## src/rtl/if_id_buf.sv

```systemverilog
// IF/ID pipeline stage as a DEPTH-entry in-order buffer between fetch and decode.
// Presents the oldest entry pre-split into MIPS fields and counts decode bubbles.
module if_id_buf #(
  parameter int unsigned ADDR_W   = 32,
  parameter int unsigned DEPTH    = 2,
  parameter logic [31:0] NOP_INST = 32'hFC000000,
  parameter int unsigned CNT_W    = 16
) (
  input  logic                         clk_i,
  input  logic                         rst_i,
  input  logic                         in_valid_i,
  output logic                         in_ready_o,
  input  logic [ADDR_W-1:0]            inst_addr_i,
  input  logic [31:0]                  inst_i,
  input  logic                         hd_i,
  input  logic                         flush_i,
  output logic                         out_valid_o,
  output logic [ADDR_W-1:0]            inst_addr_o,
  output logic [31:0]                  inst_o,
  output logic [5:0]                   op_o,
  output logic [4:0]                   rs_o,
  output logic [4:0]                   rt_o,
  output logic [4:0]                   rd_o,
  output logic [15:0]                  imm16_o,
  output logic [25:0]                  jaddr_o,
  output logic [$clog2(DEPTH+1)-1:0]   occupancy_o,
  output logic [CNT_W-1:0]             bubble_cnt_o
);

  localparam int unsigned PtrW = (DEPTH > 1) ? $clog2(DEPTH) : 1;
  localparam int unsigned OccW = $clog2(DEPTH + 1);
  localparam logic [PtrW-1:0] LastPtr  = PtrW'(DEPTH - 1);
  localparam logic [OccW-1:0] DepthCnt = OccW'(DEPTH);

  logic [ADDR_W-1:0] addr_mem [DEPTH];
  logic [31:0]       inst_mem [DEPTH];

  logic [PtrW-1:0]  wr_ptr_q, wr_ptr_d;
  logic [PtrW-1:0]  rd_ptr_q, rd_ptr_d;
  logic [OccW-1:0]  cnt_q, cnt_d;
  logic [CNT_W-1:0] bubble_q, bubble_d;
  logic             push, pop;
  logic [31:0]      head_inst;
  logic [ADDR_W-1:0] head_addr;

  // Ready looks only at registered occupancy, so a full buffer refuses even when popping.
  always_comb begin
    in_ready_o  = (cnt_q < DepthCnt);
    out_valid_o = (cnt_q != '0);
    push        = in_valid_i & in_ready_o & ~flush_i;
    pop         = out_valid_o & ~hd_i & ~flush_i;
  end

  always_comb begin
    wr_ptr_d = wr_ptr_q;
    rd_ptr_d = rd_ptr_q;
    cnt_d    = cnt_q;
    if (flush_i) begin
      wr_ptr_d = '0;
      rd_ptr_d = '0;
      cnt_d    = '0;
    end else begin
      if (push) begin
        wr_ptr_d = (wr_ptr_q == LastPtr) ? '0 : wr_ptr_q + PtrW'(1);
      end
      if (pop) begin
        rd_ptr_d = (rd_ptr_q == LastPtr) ? '0 : rd_ptr_q + PtrW'(1);
      end
      unique case ({push, pop})
        2'b10:   cnt_d = cnt_q + OccW'(1);
        2'b01:   cnt_d = cnt_q - OccW'(1);
        default: cnt_d = cnt_q;
      endcase
    end
  end

  // Bubble counter survives flush; only reset clears it.
  always_comb begin
    bubble_d = bubble_q;
    if (!out_valid_o && (bubble_q != '1)) begin
      bubble_d = bubble_q + CNT_W'(1);
    end
  end

  always_ff @(posedge clk_i) begin
    if (rst_i) begin
      wr_ptr_q <= '0;
      rd_ptr_q <= '0;
      cnt_q    <= '0;
      bubble_q <= '0;
    end else begin
      wr_ptr_q <= wr_ptr_d;
      rd_ptr_q <= rd_ptr_d;
      cnt_q    <= cnt_d;
      bubble_q <= bubble_d;
    end
  end

  // Entry storage is deliberately unreset; validity comes from cnt and the pointers.
  always_ff @(posedge clk_i) begin
    if (push) begin
      addr_mem[wr_ptr_q] <= inst_addr_i;
      inst_mem[wr_ptr_q] <= inst_i;
    end
  end

  always_comb begin
    head_inst = out_valid_o ? inst_mem[rd_ptr_q] : NOP_INST;
    head_addr = out_valid_o ? addr_mem[rd_ptr_q] : '0;
  end

  always_comb begin
    inst_o       = head_inst;
    inst_addr_o  = head_addr;
    op_o         = head_inst[31:26];
    rs_o         = head_inst[25:21];
    rt_o         = head_inst[20:16];
    rd_o         = head_inst[15:11];
    imm16_o      = head_inst[15:0];
    jaddr_o      = head_inst[25:0];
    occupancy_o  = cnt_q;
    bubble_cnt_o = bubble_q;
  end

endmodule

```

## config.mk

```make
export PLATFORM = sky130hd
export DESIGN_NAME = if_id_buf
export DESIGN_NICKNAME = d
export VERILOG_FILES = /design/src/rtl/if_id_buf.sv
export SDC_FILE = /design/constraint.sdc
export NUM_CORES = 1
export LEC_CHECK = 0
export BUFFER_PORTS_ARGS = -buffer_cell sky130_fd_sc_hd__buf_4
export CORE_UTILIZATION = 45
export CTS_CLUSTER_SIZE = 24
export DETAILED_ROUTE_END_ITERATION = 8
export GPL_ROUTABILITY_DRIVEN = 0
export PLACE_DENSITY = 0.73
export REMOVE_ABC_BUFFERS = 1
export SLEW_MARGIN = 30
export SYNTH_ARGS = -nofsm -noshare
export SYNTH_HDL_FRONTEND = slang
export SYNTH_SLANG_ARGS = --single-unit
```

## constraint.sdc

```tcl
create_clock -name clk_i -period 4.53 [get_ports clk_i]
set_input_delay 0.453 -clock clk_i [delete_from_list [all_inputs] [get_ports clk_i]]
set_output_delay 0.453 -clock clk_i [all_outputs]
set_load 0.02 [all_outputs]
```

==> results.cfg, run 1 <==
[status]
outcome = finished clean

[cts]
clockBufferDepth = 2
cts-hold-fix-buffers = 0
cts_root_buffer = clkbuf_16
postCtsResizedCells = 0
htreeDepth = 4
clk_pin_slew_ps = 60
cts-buffers-inserted = 17
clock_latency_ps = 410
post-cts-setup-buffer-count = 0
cts_tree = done
cts.sinks = 149

[yosys]
synthCells = 457
ys_ff_latch = 149
synth_top_area_share_pct = 60.72
ys_warn_count = 0
async_flop_share_pct = 0
synth_top_area_cell = edfxtp_1
synth.avg_cell_area_um2 = 13.85
yosys-top-cells-area = edfxtp_1, mux2i_1, buf_4, dfxtp_1, nor2_1
ys_types = 37
synth-seq-area-share_pct = 67.37
synth_common_cells = edfxtp_1, nor2_1, mux2i_1, buf_4, dfxtp_1
synth_most_common_cell = edfxtp_1
synth_area_um2 = 6330
synth_edf_count = 128
yosys_most_used_dff = edfxtp_1

[setup_path]
cp_cell_sequence = nor2_4 > clkinv_1 > nand2_1 > buf_4
cp.buffers_inverters = 2
cp_slowest_stage_delay_ps = 610
critical_path_class = flop to output pin
crit_cells = 4
crit_fanout = 29
cp_slowest_cell = nor2_4
reg2reg_slack_ps = 2080
r2r_cells = 8
required_ps = 4080
crit_family = simple AND/OR/NAND/NOR gates
arrival_ps = 2300
cp-start-kind = flop
end_kind = output pin

[sta]
finalClockSkew_ps = 18.87
whs_ps = 225.3
worst_pin_slew_ps = 891.2
setup_ws_ps = 1780
drv_slew = 0
slew-limit-headroom_pct = 40.58
finalHoldViolations = 0
period_minus_slack_ps = 2750
fin_tns_setup_ps = 0
min_period_over_period_pct = 60.71
rsz0062_at_grt = false
fmax_mhz = 363.6
setup_viol = 0

[routing]
drt_first_pass_iters = 4
ant_nets = 0
vias = 4008
post_drt_wl_per_cell_um = 16.30
viasPerCell = 4.991
post-route-drc-count = 0
drt_iter0_markers = 261
drt_wl_total_um = 13090

[global_routing]
grt_usage_pct = 18.16
grt_start_max_net_pins = 52
grt_pass1_wl_um = 19760
grt-ovfl-total = 0
grt_antenna_before_repair = 0
grt_pass1_vias = 3859

[hold_path]
hold_depth = 1
hold_path_class = primary input to flop

[placement]
io_buffers = 215
dp_slack_ps = 2024
hpwl_um = 9289

[floorplanning]
start_util_pct = 46.87
die_x_um = 120.6
rows = 42
die_area_um2 = 14540
core_um2 = 13510
ioPinCount = 216
die_y_um = 120.6

[power_and_ir_drop]
vdd_drop_max_mv = 0.2246
power.leakage_uw = 0.003132
power_density_nw_per_um2 = 379.3
power.total_uw = 3123

[cells_and_area]
nFillCells = 1038
drive_gt1_share_pct = 41.95
layout.nets = 685
postLayoutCoreUtil_pct = 60.96
area_growth_pct = 30.07
diodes = 0

[job]
cap_violations = 0
cell families (layout without fill, tap and decap cells):
logic type / after synthesis / count (layout) / synth area share, %
multiplexers: 68 / 68 / 10.81
flip-flops: 149 / 149 / 67.37
AO/OA/AOI/OAI: 19 / 19 / 1.878
XOR/XNOR: 5 / 5 / 0.6918
buffers and inverters: 86 / 256 / 9.112
adder cells (fa/ha/maj): 2 / 2 / 0.3953
AND/OR/NAND/NOR: 128 / 128 / 9.745
power breakdown:
part,internal [uW],switching [uW]
logic,109,142
registers,1530,15.1
clock network,769,558
stage by stage:
step | instance area [um^2] | instances
after floorplan | 5772 | 376
after global placement | 7662 | 771
after detailed placement | 7662 | 771
after CTS | 8233 | 803
after global routing | 8233 | 803
final | 8233 | 803
cell usage in the layout (no fill, tap or decap), drive strengths merged, types with 2 or more instances in the layout:
cell type,synthesis,routed
buf,73,219
edfxtp,128,128
nor2,72,72
mux2i,65,65
dfxtp,21,21
clkbuf,8,17
nor3,13,13
nand2,13,13
inv,4,11
a21oi,9,9
o31ai,6,6
clkinv,1,6
nand3,5,5
or4,5,5
xnor2,4,4
and4,4,4
nor2b,3,3
mux2,3,3
nor4,3,3
nand4,3,3
nand2b,2,2
a41oi,2,2
or3,2,2
ha,2,2
clkinvlp,0,2
registers in the layout, indices dropped and copies added, names as in the netlist, named ones only:
| name | flops |
|---|---|
| addr_mem | 64 |
| bubble_cnt_o | 16 |
| inst_mem | 64 |
| occupancy_o | 2 |
| rd_ptr_q | 1 |
| wr_ptr_q | 1 |
area by class of cell:
| type | instances | area, um^2 | area share (%) |
|---|---|---|---|
| clock inverter | 15 | 145.1 | 1.763 |
| inverter | 5 | 18.77 | 0.2280 |
| timing repair buffer | 219 | 1644 | 19.97 |
| multi-input combinational | 222 | 1511 | 18.36 |
| clock buffer | 17 | 425.4 | 5.167 |
| sequential | 149 | 4268 | 51.84 |
| tap | 176 | 220.2 | 2.675 |
worst register-to-register path, delay by kind of cell, from the launching register on:
family                     cells  cell delay, ps
adders and majority gates      1             230
buffers and inverters          1             450
xor gates and xnor gates       2             310
DFF                            1             420
and+or+nand+nor                4             960
final timing paths:
path,from,endpoint
setup / recovery,occupancy_o[1],op_o[4]
hold / removal,inst_addr_i[3],addr_mem[0][3]
setup reg to reg,occupancy_o[1],occupancy_o[1]
hold reg to reg,bubble_cnt_o[9],bubble_cnt_o[9]
layer usage:
metal / wire [um] / share of wire [%] / global-route usage, %
met1: 5061 / 39 / 20.53
met2: 6923 / 53 / 32.44
met3: 1028 / 7.9 / 6.415
met4: 74 / 0.57 / 4.707
met5: 0 / 0 / 0
Power figures use the tool's default switching activity.
==> run 2, diff against run 1 <==
- clock period: 4.53 -> 2.6 ns (I/O delays scaled with it)
==> results.cfg, run 2 (synthesized netlist as in run 1, its figures left out) <==
[status]
outcome = finished clean

[routing]
post_drt_wl_per_cell_um = 16.75
ant_nets = 0
drt_wl_total_um = 13500
viasPerCell = 5.010
drt_iter0_markers = 233
post-route-drc-count = 0
drt_first_pass_iters = 4
vias = 4038

[sta]
period_minus_slack_ps = 2256
finalHoldViolations = 0
slew-limit-headroom_pct = 51.57
worst_pin_slew_ps = 719.8
finalClockSkew_ps = 8.065
min_period_over_period_pct = 86.78
setup_ws_ps = 343.6
rsz0062_at_grt = false
setup_viol = 0
fmax_mhz = 443.2
drv_slew = 0

[global_routing]
grt_usage_pct = 18.89
grt_pass1_wl_um = 20620
grt_antenna_before_repair = 0
grt_pass1_vias = 3921
grt-ovfl-total = 0
grt_start_max_net_pins = 60

[cts]
clock_latency_ps = 410
post-cts-setup-buffer-count = 0
cts-buffers-inserted = 17
cts.sinks = 149
clockBufferDepth = 2
cts_root_buffer = clkbuf_16
postCtsResizedCells = 0
cts_tree = done
clk_pin_slew_ps = 60
htreeDepth = 4
cts-hold-fix-buffers = 0

[power_and_ir_drop]
p_int_uw = 4554
p_comb_share_pct = 7.7
p_clk_share_pct = 45.4
switching_share_pct = 20.55
switchingPower_uw = 1178
power_density_nw_per_um2 = 686.4
pwr-share-seq_pct = 47.0
power.leakage_uw = 0.003189
vdd_drop_max_mv = 0.3969

[cells_and_area]
area_growth_pct = 31.94
postLayoutCoreUtil_pct = 61.84
drive_gt1_share_pct = 41.90
nFillCells = 1033
final_common_cell = buf_4
layout.nets = 689
mostFrequentLayoutCells = buf_4, edfxtp_1, nor2_1, mux2i_1, dfxtp_1
diodes = 0

[floorplanning]
die_area_um2 = 14540
rows = 42
start_util_pct = 46.87
die_x_um = 120.6
ioPinCount = 216
core_um2 = 13510
die_y_um = 120.6

[setup_path]
cp_cell_sequence = nor2_4 > buf_12 > clkinv_1 > nand2_1 > buf_4
crit_cells = 5
critPathLaunch = occupancy_o[1]
end_kind = output pin
crit_fanout = 59
cp.buffers_inverters = 3
reg2reg_slack_ps = 640
cp_slowest_stage_delay_ps = 410
r2r-end = bubble_cnt_o[0]
crit_end = op_o[4]
critical_path_class = flop to output pin
r2r_start = occupancy_o[1]
arrival_ps = 2000
cp_slowest_cell = dfxtp_1
crit_family = buffers and inverters
r2r_cells = 5
cp-start-kind = flop
required_ps = 2340

[hold_path]
hold_path_class = primary input to flop
min_from = inst_addr_i[14]

[placement]
hpwl_um = 9512
io_buffers = 215
dp_slack_ps = 632.5

[job]
cap_violations = 0
==> run 2: metrics by stage <==
stage	TNS, ps	cells	power [uW]	hold WS (ps)	instance area [um^2]
2_1_floorplan	-289010	376	2938	329.1	5772
3_3_place_gp	0	775	3171	445.9	7717
3_5_place_dp	0	775	3186	447.8	7717
4_1_cts	0	806	5795	1.488	8352
5_1_grt	0	806	5926	2.616	8352
6_report	0	806	5732	28.34	8352
==> run 2: power by group through the flow <==
stage               Sequential, uW  Clock (uW)  Combinational, uW
floorplan                     2750           0                186
global placement              2740           0                433
detailed placement            2740           0                443
CTS                           2690        2660                445
global route                  2700        2760                473
finish                        2690        2600                439
==> run 2: metal layers <==
metal,wire (um),track usage [%],vias to the layer above
li1,-,-,1919
met1,5234,21.94,1945
met2,7022,32.36,166
met3,1135,6.745,8
met4,110,6.250,0
met5,0,0,-
==> run 2: how the worst min path moves through the flow <==
stage                       end  slack, ps  depth (start not counted)
3_3_place_gp    addr_mem[1][15]        450                          1
5_1_grt          inst_mem[1][9]          3                          1
3_5_place_dp    inst_mem[1][17]        450                          1
2_1_floorplan  bubble_cnt_o[10]        330                          1
6_report        addr_mem[0][14]         30                          1
4_1_cts         addr_mem[0][14]          1                          1
==> run 2: area by class of cell <==
class	count	area, um^2	share of cell area (%)
inverters	5	18.77	0.2247
flip-flops and latches	149	4268	51.10
clock buffers	18	429.2	5.139
clock inverters	13	205.2	2.457
repair buffers	223	1699	20.34
multi-input cells	222	1511	18.10
well taps	176	220.2	2.637
